[src/rtl/seven_seg_pkg.sv]
// seven_seg_pkg: segment decode table and the display word shared by the scanner
package seven_seg_pkg;
   localparam int MAX_DIGITS = 8;
   localparam logic [6:0] SEG_OFF = 7'h00;
   localparam logic [6:0] SEG_LUT [16] = '{
      7'h3F, 7'h06, 7'h5B, 7'h4F, 7'h66, 7'h6D, 7'h7D, 7'h07,
      7'h7F, 7'h6F, 7'h77, 7'h7C, 7'h39, 7'h5E, 7'h79, 7'h71
   };
   typedef struct packed {
      logic [4*MAX_DIGITS-1:0] value;
      logic [MAX_DIGITS-1:0]   dp;
      logic                    blank_lz;
   } display_word_t;
endpackage

[src/rtl/seven_seg_scanner_hex_to_7seg.sv]
// hex_to_7seg: nibble to active-high a..g segment pattern
module hex_to_7seg
   import seven_seg_pkg::*;
(
   input  logic [3:0] nib,
   output logic [6:0] seg
);
   assign seg = SEG_LUT[nib];
endmodule

[src/rtl/seven_seg_scanner.sv]
// seven_seg_scanner: multiplexed hex display paced by an external scan clock; values swap only at frame boundaries
module seven_seg_scanner
   import seven_seg_pkg::*;
#(
   parameter int   NUM_DIGITS     = 4,
   parameter logic SEG_ACTIVE_LOW = 1'b1,
   parameter logic AN_ACTIVE_LOW  = 1'b1
) (
   input  logic                    clk_i,
   input  logic                    reset_i,
   input  logic                    scan_clk_i,
   input  logic [4*NUM_DIGITS-1:0] value_i,
   input  logic [NUM_DIGITS-1:0]   dp_i,
   input  logic                    blank_lz_i,
   input  logic                    valid_i,
   output logic                    ready_o,
   output logic [NUM_DIGITS-1:0]   an_o,
   output logic [6:0]              seg_o,
   output logic                    dp_o,
   output logic                    frame_o
);
   localparam int DW = NUM_DIGITS > 1 ? $clog2(NUM_DIGITS) : 1;
   logic [2:0] sync;
   logic [DW-1:0] digit;
   logic tick, wrap, pending, active, blank, dot;
   logic [MAX_DIGITS-1:0] lz;
   logic [NUM_DIGITS-1:0] one_hot;
   logic [3:0] nib;
   logic [6:0] glyph, pattern;
   display_word_t disp, pend, in_word;
   assign tick = sync[1] & ~sync[2];
   assign wrap = digit == DW'(NUM_DIGITS - 1);
   assign ready_o = ~pending;
   assign pattern = blank ? SEG_OFF : glyph;
   hex_to_7seg u_dec (.nib(nib), .seg(glyph));
   always_comb begin
      in_word = '0;
      in_word.value[4*NUM_DIGITS-1:0] = value_i;
      in_word.dp[NUM_DIGITS-1:0] = dp_i;
      in_word.blank_lz = blank_lz_i;
   end
   // lz[k]: nibbles k..top are all zero; unused upper nibbles stay zero so the chain is unaffected
   always_comb begin
      lz = '0;
      nib = '0;
      dot = 1'b0;
      blank = 1'b0;
      one_hot = '0;
      lz[MAX_DIGITS-1] = disp.value[4*MAX_DIGITS-1 -: 4] == 4'h0;
      for (int k = MAX_DIGITS - 2; k >= 0; k--) lz[k] = lz[k+1] & (disp.value[4*k +: 4] == 4'h0);
      for (int k = 0; k < MAX_DIGITS; k++)
         if (int'(digit) == k) begin
            nib = disp.value[4*k +: 4];
            dot = disp.dp[k];
            blank = disp.blank_lz & lz[k] & (k != 0);
         end
      for (int k = 0; k < NUM_DIGITS; k++) one_hot[k] = int'(digit) == k;
   end
   always_ff @(posedge clk_i or posedge reset_i) begin
      if (reset_i) begin
         sync <= '0;
         digit <= '0;
         active <= 1'b0;
         pending <= 1'b0;
         disp <= '0;
         pend <= '0;
         frame_o <= 1'b0;
         an_o <= {NUM_DIGITS{AN_ACTIVE_LOW}};
         seg_o <= SEG_OFF ^ {7{SEG_ACTIVE_LOW}};
         dp_o <= SEG_ACTIVE_LOW;
      end else begin
         sync <= {sync[1:0], scan_clk_i};
         frame_o <= tick & wrap;
         if (tick) begin
            digit <= wrap ? '0 : digit + DW'(1);
            active <= 1'b1;
         end
         if (tick & wrap & pending) begin
            disp <= pend;
            pending <= 1'b0;
         end else if (valid_i & ~pending) begin
            pend <= in_word;
            pending <= 1'b1;
         end
         an_o <= active ? one_hot ^ {NUM_DIGITS{AN_ACTIVE_LOW}} : {NUM_DIGITS{AN_ACTIVE_LOW}};
         seg_o <= (active ? pattern : SEG_OFF) ^ {7{SEG_ACTIVE_LOW}};
         dp_o <= (active & dot) ^ SEG_ACTIVE_LOW;
      end
   end
endmodule
[config.mk]
export PLATFORM = sky130hd
export DESIGN_NAME = seven_seg_scanner
export DESIGN_NICKNAME = d
export VERILOG_FILES = /design/src/rtl/seven_seg_pkg.sv /design/src/rtl/seven_seg_scanner_hex_to_7seg.sv /design/src/rtl/seven_seg_scanner.sv
export SDC_FILE = /design/constraint.sdc
export NUM_CORES = 1
export LEC_CHECK = 0
export CAP_MARGIN = 20
export CELL_PAD_IN_SITES_DETAIL_PLACEMENT = 1
export CELL_PAD_IN_SITES_GLOBAL_PLACEMENT = 1
export CORE_MARGIN = 3
export CORE_UTILIZATION = 48
export CTS_CLUSTER_SIZE = 16
export DETAILED_ROUTE_END_ITERATION = 7
export PLACE_DENSITY_LB_ADDON = 0.1
export SLEW_MARGIN = 30
export SYNTH_ARGS = -nofsm -noshare
export SYNTH_HDL_FRONTEND = slang
export SYNTH_HIERARCHICAL = 1
export SYNTH_SLANG_ARGS = --single-unit
[constraint.sdc]
create_clock -name clk_i -period 3.9 [get_ports clk_i]
set_input_delay 0.585 -clock clk_i [delete_from_list [all_inputs] [get_ports clk_i]]
set_output_delay 0.585 -clock clk_i [all_outputs]
set_load 0.005 [all_outputs]
Word-level counts from Yosys, hierarchy flattened. Memory sizes are Yosys's and may differ from the RTL's. Index checks and enable logic that the tools add are counted.

Bits in registers: 62. Memories kept: 1. ROM bits: 112. Output and inout bits: 14.

Eq/ne operators: 4. Bitwise gates (word level): 17. Order comparisons: 1. Mux-type cells: 19. Add/subtract/negate cells: 1. Reductions and logical operators: 6.

Memories: (name not given) (words 16, bits a word 7, rd ports 1, clocked after Yosys merged registers in 0, write ports 0, line seven_seg_scanner_hex_to_7seg.sv:8) `assign seg = SEG_LUT[nib];`.

Operator list (number): $mux 7 (4); $mux 4 (5); $logic_not 4->1 (3); $and 1x1->1 (10); $mux 1 (9); $not 7->7 (1); $eq 2x2->1 const B (3); $ge 5x5->1 const B (1); $not 4->5 (1); $not 1->1 (4); $not 4->4 (1); $add 2x1->2 const B (1); $eq 2x1->1 const B (1); $logic_not 2->1 (1); $mux 2 (1); $reduce_and 2->1 (1); $reduce_bool 2->1 (1).

Logic depth before layout (Yosys ltp). Gate-level depths: netlist of run 1.

Word-level depth: 12. Gate-level depth with buffers: 11. Mapped depth without buffers: 10.

Hierarchy. Netlist of run 1, hierarchy kept.

By module, submodules not included: seven_seg_scanner (cells an instance 170, times used 1, area each 2549.9 um^2); hex_to_7seg (cells an instance 33, times used 1, area each 290.3 um^2).

Worst setup path after synthesis of run 1. No wires, ideal clock.

Path kind: register to register. Start point: register digit[0]. End point: register seg_o[3]. Arrival: 2.531 ns. Clock period less this slack: 2.613 ns. Slack: 1.287 ns. Library setup time: 0.082 ns. Cell stages (with the launch flop): 10. Data required time: 3.818 ns. Cell sequence: dfrtp_1 -> ha_1 -> buf_2 -> nor2b_1 -> a221oi_1 -> o31ai_1 -> inv_1 -> ha_1 -> mux4_1 -> o211ai_1.

Word-level cells in the longest chain between the ends: 12.

RTL lines: from (decl) (line seven_seg_scanner.sv:24) `logic [DW-1:0] digit;`; from (signal assigned) (line seven_seg_scanner.sv:75) `digit <= wrap ? '0 : digit + DW'(1);`; $logic_not 2->1 (line seven_seg_scanner.sv:52) `if (int'(digit) == k) begin`; $mux 4 (3 in a row) (line seven_seg_scanner.sv:52); $mux 4 * (line seven_seg_scanner.sv:52); via nib[1] (line seven_seg_scanner.sv:28) `logic [3:0] nib;`; $not 4->5 (implied by the code) * (line seven_seg_scanner_hex_to_7seg.sv:8); $mem_v2 16x7 *; $mux 7 (implied by the code) * (2 in a row) (line seven_seg_scanner_hex_to_7seg.sv:8); via glyph[3] (line seven_seg_scanner.sv:29) `logic [6:0] glyph, pattern;`; $mux 7 * (line seven_seg_scanner.sv:34) `assign pattern = blank ? SEG_OFF : glyph;`; $mux 7 * (line seven_seg_scanner.sv:86) `seg_o <= (active ? pattern : SEG_OFF) ^ {7{SEG_ACTIVE_LOW}};`; $not 7->7 (no line) *; to (signal assigned) (line seven_seg_scanner.sv:69) `seg_o <= SEG_OFF ^ {7{SEG_ACTIVE_LOW}};`; to (signal assigned) (line seven_seg_scanner.sv:86); to (decl) (line seven_seg_scanner.sv:18) `output logic [6:0] seg_o,`.

The timed path passes the listed nets; every way through them passes the cells marked *. The select of a mux whose other input is x is not followed. A chain may end at the register's enable or synchronous reset.

Final worst setup path of run 1.
Start point: register digit[1]. End point: register seg_o[3].

Same word-level chain as after synthesis.

==> results.py, run 1 <==
metrics = {
    "clock_tree": {
        "cts.htree.levels": 3,
        "clk_path_buf_depth": 2,
        "clock_latency_ns": 0.34,
        "root_buffer": "clkbuf_8",
        "cts_resized": 0,
        "cts.sinks": 62,
        "post_cts_buffers": 0,
        "cts_tree": "yes",
        "numCtsBuffers": 9,
        "holdBufCountCts": 0,
        "cts.clk_slew.worst_paths_ns": 0.06,
    },
    "cells_and_area": {
        "fin_nets": 282,
        "seq_area_um2": 1570,
        "multi_input_area_um2": 1170,
        "fill_cells": 570,
        "stdcell_count": 323,
        "drive_gt1_share_pct": 31.9,
        "antenna_cells": 0,
        "area_delta_synth_final_pct": 21.7,
    },
    "setup_path": {
        "reg2reg_from": "digit[1]",
        "worst_r2r_endpoint": "seg_o[3]",
        "r2r_cells": 9,
        "cp-end-kind": "register",
        "ff2ff_setup_slack_ns": 0.76,
        "critPathKind": "reg2reg",
        "crit_path_max_fanout": 9,
        "worstPathRequired_ns": 4.15,
        "critPathLaunchType": "register",
        "worstPathArrival_ns": 3.39,
    },
    "grt": {
        "grt_pass1_vias": 1957,
        "grt_pass1_wl_um": 9890,
        "antenna_found_initial": 0,
        "grtUsageTotal_pct": 18.5,
        "grt_max_degree": 42,
        "grt_overflow_total": 0,
    },
    "die": {
        "die_x_um": 82.9,
        "rows": 27,
        "die_h_um": 82.9,
        "die_area_um2": 6880,
        "coreArea_um2": 5610,
        "initial_utilization_pct": 50.6,
        "ios": 39,
    },
    "hold_path": {
        "min_to": "sync[1]",
        "hold_path.startpoint": "sync[0]",
        "worstHoldPathType": "reg2reg",
        "hold_path_depth": 0,
    },
    "power": {
        "p_per_area_nw_per_um2": 852,
        "power.leakage_uw": 0.00152,
        "power.total_uw": 2950,
        "vdd_ir_drop_max_mv": 0.399,
    },
    "sta": {
        "setup_viol": 0,
        "min_period_ns": 3.14,
        "worst_slew_pin_slew_ns": 0.840,
        "timing.hold.ws_ns": 0.362,
        "slew_headroom_pct": 43.9,
        "fin_skew_ns": 0.00856,
        "rsz0062_at_grt": "false",
        "period_share_pct": 80.6,
        "hold_viol": 0,
        "setup_tns_ns": 0,
        "max_freq_ghz": 0.318,
        "report.final.slew_viol_count": 0,
    },
    "job": {
        "max_cap_viol_count": 0,
    },
    "logic_synthesis": {
        "syn-num-nets": 239,
        "synth.avg_cell_area_um2": 14.0,
        "ys_types": 34,
        "syn-instance-count": 203,
        "synth.yosys.seq_area_share_pct": 55.2,
        "ys_warn_count": 6,
        "ys_ff_latch": 62,
        "syn-cell-area_um2": 2840,
    },
    "route": {
        "wirelength_um": 5760,
        "dr_total_vias": 1758,
        "postRouteAntennaNets": 0,
        "post-route-drc-count": 0,
        "wl_per_cell_um": 17.8,
        "drtIter0Drc": 89,
        "vias_per_cell": 5.44,
        "dr.pass1.iters": 4,
    },
    "outcome": {
        "status": "complete, no violations",
    },
    "placement": {
        "dp.cells": 307,
        "port_buffers": 38,
        "hpwl_um": 4050,
        "gp_congestion": 0.799,
    },
}
where the power goes:
part           switching (µW)  internal, µW
Sequential                177           969
Clock                     237           291
Combinational             572           699
Total                     986          1960
logic make-up after synthesis:
group           count (synthesis)  share of synthesized area, %
flops                          62                          55.2
mux                            48                          22.1
buf+inv                        20                          3.61
simple gates                   33                          6.65
compound gates                 29                          7.62
fa+ha+maj                      11                          4.85
stage by stage:
step	worst slack, ns	area [µm²]	util [%]
4_1_cts	0.716	3460	61.6
3_3_place_gp	1.14	3280	58.4
2_1_floorplan	1.29	2840	-
5_1_grt	0.494	3460	61.6
6_report	0.758	3460	61.6
3_5_place_dp	0.740	3280	58.4
Yosys cell counts:
cell / n / area share (%)
a211oi_2: 1 / 0.44
a21oi_1: 4 / 0.70
a221oi_1: 5 / 1.5
a31o_2: 1 / 0.31
and2_1: 2 / 0.44
buf_2: 4 / 0.70
buf_6: 3 / 1.2
clkbuf_1: 3 / 0.40
dfrtp_1: 50 / 44
dfstp_2: 12 / 11
ha_1: 11 / 4.8
inv_1: 10 / 1.3
mux2_1: 1 / 0.40
mux2_2: 24 / 9.5
mux2_4: 20 / 11
mux2i_1: 2 / 0.70
mux4_1: 1 / 0.93
nand2_1: 11 / 1.5
nand2b_1: 1 / 0.22
nand3_2: 1 / 0.35
nand3b_1: 2 / 0.53
nor2_1: 1 / 0.13
nor2b_1: 7 / 1.5
nor2b_4: 1 / 0.48
nor3_1: 2 / 0.35
nor4_1: 3 / 0.66
o211ai_1: 8 / 2.1
o21a_1: 1 / 0.26
o21ai_0: 3 / 0.53
o31a_1: 1 / 0.31
o31ai_1: 4 / 1.1
o32a_1: 1 / 0.35
or2_2: 1 / 0.22
or2b_1: 1 / 0.26
routing by layer:
metal,track usage (%),vias to the layer above,routed length [µm]
met3,7.24,13,239
met5,0,-,0
met4,6.98,0,139
met1,20.3,891,2290
met2,32.1,45,3090
li1,-,809,-
layout by cell type, fill, tap and decap left out, drive strengths merged, types with 4 or more instances in the layout:
cell type / count
a21oi: 4
a221oi: 5
dfstp: 12
inv: 10
dfrtp: 50
clkinv: 4
clkbuf: 11
ha: 11
o211ai: 8
clkdlybuf4s50: 38
buf: 4
nor2b: 8
o31ai: 4
nand2: 11
mux2: 45
registers in the layout, indices dropped and copies added (netlist names):
signal / count
disp: 21
sync: 3
active: 1
pending: 1
dp_o: 1
frame_o: 1
seg_o: 7
digit: 2
pend: 21
an_o: 4
worst max-delay path, cell delays in order, from the launching register on:
cell and delay [ns]:
dfrtp_1 0.38, inv_1 0.09, ha_1 0.31, nor2b_1 0.31, a221oi_1 0.13, o31ai_1 0.62, inv_1 0.24, ha_1 0.36
mux4_1 0.51, o211ai_1 0.11
cell type report:
| class | count | share of cell area [%] |
|---|---|---|
| sequential | 62 | 45.3 |
| multi-input combinational | 121 | 33.9 |
| timing repair buffer | 42 | 11.9 |
| tap | 72 | 2.61 |
| clock inverter | 5 | 1.45 |
| inverter | 10 | 1.09 |
| clock buffer | 11 | 3.80 |
worst max path at each step:
| stage | slack (ns) | depth (start not counted) | to | from |
|---|---|---|---|---|
| 2_1_floorplan | 1.29 | 9 | seg_o[3] | digit[0] |
| 3_3_place_gp | 1.14 | 8 | seg_o[3] | digit[0] |
| 3_5_place_dp | 0.74 | 9 | seg_o[3] | digit[1] |
| 4_1_cts | 0.72 | 9 | seg_o[3] | digit[1] |
| 5_1_grt | 0.49 | 9 | seg_o[3] | digit[1] |
| 6_report | 0.76 | 9 | seg_o[3] | digit[1] |
(Power assumes the default switching activity.)
==> run 2, diff against run 1 <==
Settings changed: CORE_UTILIZATION 48 to 45.
Clock period 3.9 ns to 3.1 ns, I/O delays scaled along.
==> run 2 against run 1 <==
Largest power group unchanged. Maximum frequency is 12% higher. First-iteration DRC count is 69% lower. Utilization is 2.9 points lower. Worst setup slack worse by 0.46 ns. Cell area is 2.3% higher. Largest cell class unchanged. Critical path depth stayed put. Flip-flop and latch count stayed put. Register-to-register slack worse by 0.46 ns. Routed wire length is 4.5% lower.
==> results.py, run 2 (synthesis gave the netlist of run 1 again) <==
metrics = {
    "sta": {
        "fin_skew_ns": 0.00790,
        "hold_viol": 0,
        "worst_slew_pin_slew_ns": 0.615,
        "timing.hold.ws_ns": 0.360,
        "rsz0062_at_grt": "false",
        "period_share_pct": 90.5,
        "slew_headroom_pct": 58.8,
        "setup_viol": 0,
        "min_period_ns": 2.81,
        "report.final.slew_viol_count": 0,
        "max_freq_ghz": 0.356,
        "setup_tns_ns": 0,
    },
    "power": {
        "vdd_ir_drop_max_mv": 0.465,
        "p_per_area_nw_per_um2": 1070,
        "combPwrFrac_pct": 41.8,
        "clkPwrFrac_pct": 20.3,
        "power.leakage_uw": 0.00156,
        "p_sw_uw": 1190,
        "swShare_pct": 31.5,
        "seq_power_share_pct": 37.9,
        "p_int_uw": 2590,
    },
    "placement": {
        "port_buffers": 38,
        "gp_congestion": 0.732,
        "hpwl_um": 4040,
    },
    "grt": {
        "grt_overflow_total": 0,
        "antenna_found_initial": 0,
        "grt_pass1_vias": 1930,
        "grt_max_degree": 27,
        "grt_pass1_wl_um": 9420,
        "grtUsageTotal_pct": 16.8,
    },
    "setup_path": {
        "crit_path_top_delay_cell": "mux4_1",
        "max_stage_delay_ns": 0.49,
        "crit_buf_inv": 2,
        "crit_path_max_fanout": 4,
        "crit_family": "compound AO/OA/AOI/OAI gates",
        "cp-end-kind": "register",
        "worstPathArrival_ns": 3.05,
        "critPathLaunchType": "register",
        "critPathKind": "reg2reg",
        "worstPathRequired_ns": 3.35,
        "path_cells": "inv_1, ha_1, nor2b_1, a221oi_1, o31ai_2, inv_1, ha_1, mux4_1, o211ai_1",
    },
    "cells_and_area": {
        "fill_cells": 607,
        "fin_nets": 287,
        "antenna_cells": 0,
        "area_delta_synth_final_pct": 24.5,
        "reg_top3": "disp x21, pend x21, seg_o x7",
        "multi_input_area_um2": 1180,
        "seq_area_um2": 1570,
        "drive_gt1_share_pct": 33.6,
        "layout_commonest_cell": "dfrtp_1",
        "layout_common_cells": "dfrtp_1 (50), clkdlybuf4s50_1 (38), mux2_2 (24)",
    },
    "route": {
        "drtIter0Drc": 28,
        "wirelength_um": 5500,
        "postRouteAntennaNets": 0,
        "post-route-drc-count": 0,
        "wl_per_cell_um": 16.6,
        "dr.pass1.iters": 4,
        "vias_per_cell": 5.21,
        "dr_total_vias": 1725,
    },
    "clock_tree": {
        "clk_path_buf_depth": 2,
        "root_buffer": "clkbuf_8",
        "cts_tree": "yes",
        "cts.clk_slew.worst_paths_ns": 0.07,
        "clock_latency_ns": 0.33,
        "numCtsBuffers": 9,
        "cts.htree.levels": 3,
        "post_cts_buffers": 0,
        "cts.sinks": 62,
        "holdBufCountCts": 0,
    },
    "die": {
        "die_x_um": 85.4,
        "initial_utilization_pct": 47.1,
        "die_area_um2": 7300,
        "coreArea_um2": 6030,
        "rows": 28,
        "ios": 39,
        "die_h_um": 85.4,
    },
    "job": {
        "max_cap_viol_count": 0,
    },
    "hold_path": {
        "worstHoldPathType": "reg2reg",
    },
    "outcome": {
        "status": "complete, no violations",
    },
}
-- run 2: cell type report --
type	instances	share of cell area, %
repair buffers	47	12.7
flip-flops and latches	62	44.3
inverters	10	1.06
well taps	75	2.65
clock inverters	4	1.98
multi-input cells	121	33.3
clock buffers	12	4.10
-- run 2: power groups by stage --
stage,Clock [µW],Combinational [µW],Sequential [µW]
2_1_floorplan,0,1150,1380
3_3_place_gp,0,1490,1430
3_5_place_dp,0,1580,1460
4_1_cts,785,1600,1440
5_1_grt,827,1750,1490
6_report,768,1580,1430
-- run 2: timing repair --
action,in CTS,in global routing
resized for setup,0,1
hold endpoints to repair,0,0
setup endpoints to repair,0,2
-- run 2: final timing paths --
| check | from | end | slack, ns | depth (start not counted) |
|---|---|---|---|---|
| setup / recovery | digit[0] | seg_o[3] | 0.29 | 9 |
| hold / removal | sync[0] | sync[1] | 0.36 | 0 |
| setup reg to reg | digit[0] | seg_o[3] | 0.29 | 9 |
| hold reg to reg | sync[0] | sync[1] | 0.36 | 0 |
| max in group asynchronous | reset_i | seg_o[1] | 1.86 | 3 |
| min in group asynchronous | reset_i | sync[0] | 0.52 | 2 |
-- run 2: metrics by stage --
| stage | power (µW) | utilization (%) | cell area [µm²] | setup slack, ns | instances |
|---|---|---|---|---|---|
| 3_5_place_dp | 3030 | 55.0 | 3320 | 0.134 | 315 |
| 4_1_cts | 3830 | 58.6 | 3530 | 0.119 | 331 |
| 6_report | 3790 | 58.7 | 3540 | 0.294 | 331 |
| 3_3_place_gp | 2930 | 55.0 | 3320 | 0.371 | 315 |
| 2_1_floorplan | 2530 | - | 2840 | 0.487 | 203 |
| 5_1_grt | 4070 | 58.7 | 3540 | 0.0647 | 331 |
-- run 2: per-layer routing --
layer | share of wire [%] | track usage (%) | wire (µm) | up-vias
li1 | - | - | - | 820
met1 | 43 | 19.7 | 2350 | 865
met2 | 52 | 29.0 | 2880 | 33
met3 | 3.7 | 3.88 | 203 | 7
met4 | 1.2 | 8.06 | 64 | 0
met5 | 0 | 0 | 0 | -
==> run 3, diff against run 2 <==
Settings changed: SLEW_MARGIN 30 to 20.
==> results of run 3 <==
The final DEF is identical to that of run 2; final timing and power are the same.
